<file path="src/rtl/sr_drive_pkg.sv">
// Shared types and defaults for the SR flip-flop drive sequencer.
package sr_drive_pkg;

    localparam int DB_CYCLES_DEF = 4;
    localparam int HOLD_DEF      = 2;

    typedef enum logic [1:0] {
        IDLE    = 2'd0,
        DRIVE_S = 2'd1,
        DRIVE_R = 2'd2,
        CHECK   = 2'd3
    } state_e;

endpackage

</file>
<file path="src/rtl/sr_debounce.sv">
// Two-flop synchronizer followed by a debouncer; emits a registered
// one-cycle pulse on each accepted 0->1 change of the filtered level.
module sr_debounce #(
    parameter int DB_CYCLES = 4
) (
    input  logic c,
    input  logic rs,
    input  logic raw_i,
    output logic rise_o
);

    logic       sync1_q;
    logic       sync2_q;
    logic       level_q;
    logic       level_d;
    logic       rise_q;
    logic       rise_d;
    logic [7:0] cnt_q;
    logic [7:0] cnt_d;

    // The count only advances while the synchronized value disagrees with
    // the filtered level; any agreeing cycle restarts it from zero.
    always_comb begin
        level_d = level_q;
        rise_d  = 1'b0;
        cnt_d   = 8'd0;
        if (sync2_q != level_q) begin
            if (cnt_q == 8'(DB_CYCLES - 1)) begin
                level_d = sync2_q;
                rise_d  = sync2_q;
            end else begin
                cnt_d = cnt_q + 8'd1;
            end
        end
    end

    always_ff @(posedge c) begin
        if (rs) begin
            sync1_q <= 1'b0;
            sync2_q <= 1'b0;
            level_q <= 1'b0;
            rise_q  <= 1'b0;
            cnt_q   <= 8'd0;
        end else begin
            sync1_q <= raw_i;
            sync2_q <= sync1_q;
            level_q <= level_d;
            rise_q  <= rise_d;
            cnt_q   <= cnt_d;
        end
    end

    assign rise_o = rise_q;

endmodule

</file>
<file path="src/rtl/sr_drive_seq.sv">
// Debounced set/reset command sequencer driving a downstream SR flip-flop,
// with readback check of its q output and sticky fail/conflict flags.
module sr_drive_seq
    import sr_drive_pkg::*;
#(
    parameter int DB_CYCLES = DB_CYCLES_DEF,
    parameter int HOLD      = HOLD_DEF
) (
    input  logic c,
    input  logic rs,
    input  logic set_req,
    input  logic rst_req,
    input  logic q_fb,
    input  logic clr_flags,
    output logic s,
    output logic r,
    output logic busy,
    output logic done,
    output logic fail,
    output logic conflict
);

    localparam logic [3:0] HOLD_LAST = 4'(HOLD - 1);

    logic [1:0] raw_req;
    logic [1:0] req_evt;

    assign raw_req = {rst_req, set_req};

    // Bit 0 carries the set request, bit 1 the reset request.
    generate
        for (genvar gi = 0; gi < 2; gi++) begin : g_db
            sr_debounce #(
                .DB_CYCLES(DB_CYCLES)
            ) u_db (
                .c      (c),
                .rs     (rs),
                .raw_i  (raw_req[gi]),
                .rise_o (req_evt[gi])
            );
        end
    endgenerate

    state_e     state_q;
    state_e     state_d;
    logic [3:0] hold_q;
    logic [3:0] hold_d;
    logic       cmd_set_q;
    logic       cmd_set_d;
    logic       s_q;
    logic       s_d;
    logic       r_q;
    logic       r_d;
    logic       done_q;
    logic       done_d;
    logic       fail_q;
    logic       fail_d;
    logic       conflict_q;
    logic       conflict_d;
    logic       set_pend_q;
    logic       set_pend_d;
    logic       rst_pend_q;
    logic       rst_pend_d;
    logic       set_cmd;
    logic       rst_cmd;
    logic       check_ok;

    always_comb begin
        state_d    = state_q;
        hold_d     = hold_q;
        cmd_set_d  = cmd_set_q;
        done_d     = 1'b0;
        set_pend_d = set_pend_q;
        rst_pend_d = rst_pend_q;
        fail_d     = clr_flags ? 1'b0 : fail_q;
        conflict_d = clr_flags ? 1'b0 : conflict_q;
        set_cmd    = req_evt[0] | set_pend_q;
        rst_cmd    = req_evt[1] | rst_pend_q;
        check_ok   = (q_fb == cmd_set_q);

        case (state_q)
            IDLE: begin
                if (set_cmd && rst_cmd) begin
                    conflict_d = 1'b1;
                    set_pend_d = 1'b0;
                    rst_pend_d = 1'b0;
                end else if (set_cmd) begin
                    set_pend_d = 1'b0;
                    cmd_set_d  = 1'b1;
                    if (q_fb) begin
                        done_d = 1'b1;
                    end else begin
                        state_d = DRIVE_S;
                        hold_d  = HOLD_LAST;
                    end
                end else if (rst_cmd) begin
                    rst_pend_d = 1'b0;
                    cmd_set_d  = 1'b0;
                    if (!q_fb) begin
                        done_d = 1'b1;
                    end else begin
                        state_d = DRIVE_R;
                        hold_d  = HOLD_LAST;
                    end
                end
            end
            DRIVE_S, DRIVE_R: begin
                if (hold_q == 4'd0) begin
                    state_d = CHECK;
                end else begin
                    hold_d = hold_q - 4'd1;
                end
            end
            CHECK: begin
                state_d = IDLE;
                if (!check_ok) begin
                    fail_d = 1'b1;
                end
            end
            default: state_d = IDLE;
        endcase

        // Requests arriving while a command is in flight are remembered once.
        if (state_q != IDLE) begin
            if (req_evt[0]) begin
                set_pend_d = 1'b1;
            end
            if (req_evt[1]) begin
                rst_pend_d = 1'b1;
            end
        end

        s_d = (state_d == DRIVE_S);
        r_d = (state_d == DRIVE_R);
    end

    always_ff @(posedge c) begin
        if (rs) begin
            state_q    <= IDLE;
            hold_q     <= 4'd0;
            cmd_set_q  <= 1'b0;
            s_q        <= 1'b0;
            r_q        <= 1'b0;
            done_q     <= 1'b0;
            fail_q     <= 1'b0;
            conflict_q <= 1'b0;
            set_pend_q <= 1'b0;
            rst_pend_q <= 1'b0;
        end else begin
            state_q    <= state_d;
            hold_q     <= hold_d;
            cmd_set_q  <= cmd_set_d;
            s_q        <= s_d;
            r_q        <= r_d;
            done_q     <= done_d;
            fail_q     <= fail_d;
            conflict_q <= conflict_d;
            set_pend_q <= set_pend_d;
            rst_pend_q <= rst_pend_d;
        end
    end

    // A successful check reports done during the CHECK cycle itself.
    assign done     = done_q | ((state_q == CHECK) && check_ok);
    assign s        = s_q;
    assign r        = r_q;
    assign busy     = (state_q != IDLE);
    assign fail     = fail_q;
    assign conflict = conflict_q;

endmodule

</file>
<file path="config.mk">
export PLATFORM = sky130hd
export DESIGN_NAME = sr_drive_seq
export DESIGN_NICKNAME = d
export VERILOG_FILES = /design/src/rtl/sr_drive_pkg.sv /design/src/rtl/sr_debounce.sv /design/src/rtl/sr_drive_seq.sv
export SDC_FILE = /design/constraint.sdc
export NUM_CORES = 1
export LEC_CHECK = 0
export BUFFER_PORTS_ARGS = -buffer_cell sky130_fd_sc_hd__buf_2
export CAP_MARGIN = 30
export CORE_MARGIN = 2
export CORE_UTILIZATION = 26
export CTS_CLUSTER_SIZE = 28
export DETAILED_ROUTE_END_ITERATION = 10
export PLACE_DENSITY = 0.53
export SYNTH_ARGS = -nofsm -noshare
export SYNTH_HDL_FRONTEND = slang
export SYNTH_SLANG_ARGS = --single-unit
export TNS_END_PERCENT = 1
</file>
<file path="constraint.sdc">
create_clock -name c -period 2.2 [get_ports c]
set_input_delay 0.11 -clock c [delete_from_list [all_inputs] [get_ports c]]
set_output_delay 0.11 -clock c [all_outputs]
set_load 0.01 [all_outputs]
</file>
==> impl_metrics.ini, run 1 <==
[run_status]
status = complete, no violations

[clock_tree]
clk_pin_slew_ns = 0.08
cts_htree_levels = 2
ctsLongestPathBuffers = 2
cts_hold_buf = 0
cts-root-buf = clkbuf_8
cts.repair.resized = 0
insertion_delay_ns = 0.29
post_cts_buffers = 0
numClockSinks = 38
cts-buffers-inserted = 5
cts_tree = built

[routing]
drt-initial-drc-count = 53
num_vias = 1189
drcViolationCount = 0
antenna_left = 0
vias_per_cell = 4.39
wl_per_cell_um = 10.3
drt_pass1_iterations = 4
wl_um = 2800

[worst_setup_path]
worst-setup-path-type = reg -> reg
reg2reg_setup_slack_ns = 0.1
r2r-start = rst_pend_q$_SDFF_PP0_
crit_required_ns = 2.44
critical_path.max_fanout = 5
crit_path_start_kind = flip-flop
crit_path_end_kind = flip-flop
reg2reg_depth = 7
critPathArrivalTime_ns = 2.34
rr_endpoint = hold_q[0]$_SDFFE_PP0P_

[timing]
setup_viol = 0
rsz0062_at_grt = true
relSlewSlack_pct = 63.4
finClkSkew_ns = 0.00993
finalMaxSlewViolations = 0
final_hold_viol_count = 0
max_freq_ghz = 0.476
hold_ws_ns = 0.0293
fin_crit_sh_pct = 95.6
fin_crit_ns = 2.10
worst_pin_slew_ns = 0.541

[floorplan]
initial_core_util_pct = 26.9
pin_count = 12
rows = 29
die_y_um = 84.8
die_width_um = 84.8
die_area_um2 = 7180
coreArea_um2 = 6310

[layout]
multiInputGateArea_um2 = 843
fin_area_um2 = 1950
regArea_um2 = 761
antenna_cells = 0
fillers = 668
drive_gt1_share_pct = 12.9
final_nets = 207
area_growth_pct = 15.2

[run]
cap_violations = 0

[power_and_ir_drop]
powerDensity_nw_per_um2 = 909
vdd_drop_max_uv = 439
leakage_uw = 0.000768

[logic_synthesis]
yosys.area.top_type_share_pct = 44.9
ys.flop_type = dfxtp_1
yosysSeqAreaShare_pct = 44.9
post_synth.cell_area_avg_um2 = 9.42
synthCells = 180
ys_seq_elements = 38
yosys-top-cells-area = dfxtp_1 45%, ha_1 5.9%, nor2_1 5.8%
synth-edff-count = 0
yosysWarnings = 0
yosysMostFrequentCell = dfxtp_1
synth.distinct_cells = 41
synth_top_cell_by_area = dfxtp_1
synthesis.nets = 194
ys_top_cells_by_count = 38 x dfxtp_1, 26 x nor2_1, 14 x inv_1
synth_area_um2 = 1700
async_reset_ff_share_pct = 0

[global_route]
grt_pass1_wl_um = 4880
grt_max_degree = 21
track_usage_pct = 8.53
antenna_found_initial = 0
gr-total-overflow = 0
grt_pass1_vias = 1124

[placement]
dp_hpwl_um = 2040
portBuffers = 11
placed_area_um2 = 1820
gp_congestion = 0.762

[worst_hold_path]
min_from = rst_req
hold_end = g_db[1].u_db.sync1_q$_SDFF_PP0_
hp-class = in -> reg
hold_depth = 2
-- final cells by class --
class	instances	area share, %
repair buffers	12	3.20
multi-input cells	122	43.2
flip-flops and latches	38	38.9
clock inverters	3	3.52
clock buffers	5	3.52
well taps	77	4.93
inverters	14	2.69
-- stage by stage --
stage	util, %	instances	total power (uW)	worst slack, ns	setup TNS (ns)
2_1_floorplan	-	180	1000	0.122	0
3_3_place_gp	28.8	263	1080	0.197	0
3_5_place_dp	28.8	263	1080	0.127	0
4_1_cts	30.9	271	1810	0.101	0
5_1_grt	30.9	271	1880	-0.0941	-0.187
6_report	30.9	271	1780	0.0973	0
-- cell families after synthesis --
| kind of cell | Yosys count | synth area share (%) |
|---|---|---|
| mux | 2 | 1.18 |
| compound gates | 21 | 10.4 |
| fa+ha+maj | 8 | 5.90 |
| buf+inv | 20 | 5.39 |
| xor+xnor | 15 | 7.75 |
| flops | 38 | 44.9 |
| simple gates | 76 | 24.5 |
-- power breakdown --
group	internal (uW)	leakage, uW	total, uW	switching, uW
registers	719	0.000308	744	24.4
clock network	454	0.0000683	709	255
logic	131	0.000392	322	192
total	1300	0.000768	1780	471
-- sequential cells by signal, summed over array words and instances (netlist names) --
signal / flops
g_db.u_db.cnt_q: 16
state_q: 2
conflict: 1
g_db.u_db.sync2_q: 2
g_db.u_db.sync1_q: 2
g_db.u_db.rise_o: 2
g_db.u_db.level_q: 2
s: 1
cmd_set_q: 1
fail: 1
r: 1
rst_pend_q: 1
done_q: 1
set_pend_q: 1
hold_q: 4
-- per-layer routing --
metal,GRT usage [%],routed length [um],vias up
li1,-,-,638
met1,11.0,1500,528
met2,12.5,1140,19
met3,2.95,111,4
met4,4.76,40,0
met5,0,0,-
-- cell usage in the layout, fill, tap and decap left out, types with 2 or more instances in the layout --
| master | count |
|---|---|
| a21oi_1 | 5 |
| and2_1 | 2 |
| and3_1 | 6 |
| buf_2 | 11 |
| bufinv_16 | 2 |
| clkbuf_8 | 5 |
| dfxtp_1 | 38 |
| ha_1 | 8 |
| inv_1 | 14 |
| mux2i_1 | 2 |
| nand2_1 | 3 |
| nand2b_1 | 3 |
| nand3_1 | 9 |
| nand4_1 | 2 |
| nor2_1 | 26 |
| nor2b_1 | 5 |
| nor3_1 | 8 |
| nor3b_1 | 2 |
| nor4_1 | 2 |
| nor4b_1 | 2 |
| o21a_1 | 2 |
| o21ai_0 | 2 |
| o32ai_1 | 2 |
| xnor2_1 | 7 |
| xor2_1 | 8 |
-- worst max-delay path, cell delays in order, from the launching register on --
cell and delay, ns:
dfxtp_1 0.32, nor2_1 0.34, inv_1 0.11, ha_1 0.25
nand2b_1 0.17, o41a_1 0.40, a2111oi_4 0.33, a31o_1 0.13
-- worst max-delay path by stage --
| stage | from | end | slack [ns] |
|---|---|---|---|
| final | rst_pend_q$_SDFF_PP0_ | hold_q[0]$_SDFFE_PP0P_ | 0.1 |
| after global routing | rst_pend_q$_SDFF_PP0_ | hold_q[1]$_SDFFE_PP0P_ | -0.09 |
| after CTS | rst_pend_q$_SDFF_PP0_ | hold_q[0]$_SDFFE_PP0P_ | 0.10 |
| after detailed placement | rst_pend_q$_SDFF_PP0_ | hold_q[0]$_SDFFE_PP0P_ | 0.13 |
| after global placement | rst_pend_q$_SDFF_PP0_ | hold_q[0]$_SDFFE_PP0P_ | 0.20 |
| after floorplan | set_pend_q$_SDFF_PP0_ | hold_q[0]$_SDFFE_PP0P_ | 0.12 |
No activity file was read; power rests on OpenSTA's default activity.
==> inputs of run 2 (changes only) <==
CORE_MARGIN = 3   (was 2)
==> run 2 against run 1 <==
Net effect:
- largest power group unchanged
- routed wire length decreased by 1.4%
- critical endpoint unchanged
- sequential cell count is the same
- critical path depth shrank 1
- die area rose by 4.8%
==> impl_metrics.ini, run 2 (synthesis results as in run 1) <==
[clock_tree]
cts_tree = built
post_cts_buffers = 0
cts-buffers-inserted = 5
numClockSinks = 38
ctsLongestPathBuffers = 2
clk_pin_slew_ns = 0.07
insertion_delay_ns = 0.28
cts_htree_levels = 2
cts-root-buf = clkbuf_8

[routing]
vias_per_cell = 4.52
antenna_left = 0
wl_um = 2760
wl_per_cell_um = 10.3
drcViolationCount = 0
num_vias = 1211
drt_pass1_iterations = 4
drt-initial-drc-count = 72

[power_and_ir_drop]
p_total_uw = 1500
leakage_uw = 0.000745
vdd_drop_max_uv = 255
powerDensity_nw_per_um2 = 793

[placement]
dp_hpwl_um = 2000
portBuffers = 11
placed_area_um2 = 1810
gp_congestion = 0.803
pre_cts_ws_ns = 0.144

[worst_setup_path]
critical_path.max_fanout = 5
crit_path_end_kind = flip-flop
r2r-start = set_pend_q$_SDFF_PP0_
reg2reg_depth = 6
critPathLaunch = set_pend_q$_SDFF_PP0_
crit_path_start_kind = flip-flop
rr_endpoint = hold_q[0]$_SDFFE_PP0P_
reg2reg_setup_slack_ns = 0.15
crit_required_ns = 2.43
critPathArrivalTime_ns = 2.28
worstSetupEndpoint = hold_q[0]$_SDFFE_PP0P_
worst-setup-path-type = reg -> reg

[timing]
relSlewSlack_pct = 67.6
fin_crit_ns = 2.05
max_freq_ghz = 0.488
final.setup.tns_ns = 0
finClkSkew_ns = 0.00757
finalMaxSlewViolations = 0
setup_viol = 0
finalWorstSetupSlack_ns = 0.149
rsz0062_at_grt = false
final_hold_viol_count = 0
fin_crit_sh_pct = 93.2
worst_pin_slew_ns = 0.480

[run]
cap_violations = 0

[global_route]
antenna_found_initial = 0
grt_pass1_wl_um = 4930
track_usage_pct = 8.23
grt_pass1_vias = 1138
gr-total-overflow = 0
grt_max_degree = 21

[floorplan]
pin_count = 12
die_y_um = 86.8
initial_core_util_pct = 27.7
die_area_um2 = 7530
rows = 28
coreArea_um2 = 6130
die_width_um = 86.8

[layout]
top_regs = g_db.u_db.cnt_q: 16 flops, hold_q: 4 flops
regMostFlops = g_db.u_db.cnt_q
largest_register_ff_count = 16
drive_gt1_share_pct = 13.0
antenna_cells = 0
final_common_cell = dfxtp_1
mostFrequentLayoutCells = 38 x dfxtp_1, 25 x nor2_1, 14 x inv_1, 11 x buf_2, 9 x nand3_1
area_growth_pct = 11.7
fin_util_pct = 30.9
final_nets = 207
fin_area_um2 = 1890

[worst_hold_path]
hp-class = in -> reg

[run_status]
status = complete, no violations
==> run 2: timing repair <==
item | CTS | global route
hold buffers | 0 | 0
resized for setup | 0 | 1
endpoints found under the setup margin | 0 | 2
==> run 2: worst min path at each step <==
stage,from,to,depth (start not counted)
after global routing,set_req,g_db[0].u_db.sync1_q$_SDFF_PP0_,2
after CTS,set_req,g_db[0].u_db.sync1_q$_SDFF_PP0_,2
after detailed placement,set_req,g_db[0].u_db.sync1_q$_SDFF_PP0_,2
after floorplan,set_req,g_db[0].u_db.sync1_q$_SDFF_PP0_,1
final,set_req,g_db[0].u_db.sync1_q$_SDFF_PP0_,2
after global placement,rst_req,g_db[1].u_db.sync1_q$_SDFF_PP0_,2
==> run 2: critical path: stages, from the launching register on <==
cell and delay (ns):
dfxtp_1 0.33, or2_2 0.36, ha_1 0.27, nand2b_1 0.17, o41a_1 0.41, a2111oi_4 0.33
a31o_1 0.12
==> run 2: metrics by stage <==
| step | std cells | hold slack (ns) |
|---|---|---|
| 2_1_floorplan | 180 | 0.238 |
| 3_3_place_gp | 261 | 0.328 |
| 3_5_place_dp | 261 | 0.326 |
| 4_1_cts | 268 | 0.0268 |
| 5_1_grt | 268 | 0.0309 |
| 6_report | 268 | 0.0375 |
==> run 2: area by class of cell <==
cell class	instances	area, um^2
Sequential cell	38	761
Tap cell	75	93.8
Inverter	14	52.6
Multi-Input combinational cell	122	846
Clock buffer	5	68.8
Timing Repair Buffer	12	62.6
Clock inverter	2	10.0
Fill cell	657	4240
==> run 2: routing by layer <==
metal / share of wire (%) / vias up / track usage, %
li1: - / 637 / -
met1: 52 / 548 / 11.4
met2: 42 / 22 / 11.4
met3: 5.2 / 4 / 2.76
met4: 1.2 / 0 / 3.82
met5: 0 / - / 0
==> run 2: report_power, final <==
part           leakage, uW  total (uW)  internal, uW  switching [uW]
clock            0.0000438         439           212             226
combinational     0.000393         320           130             190
sequential        0.000308         743           720            23.3
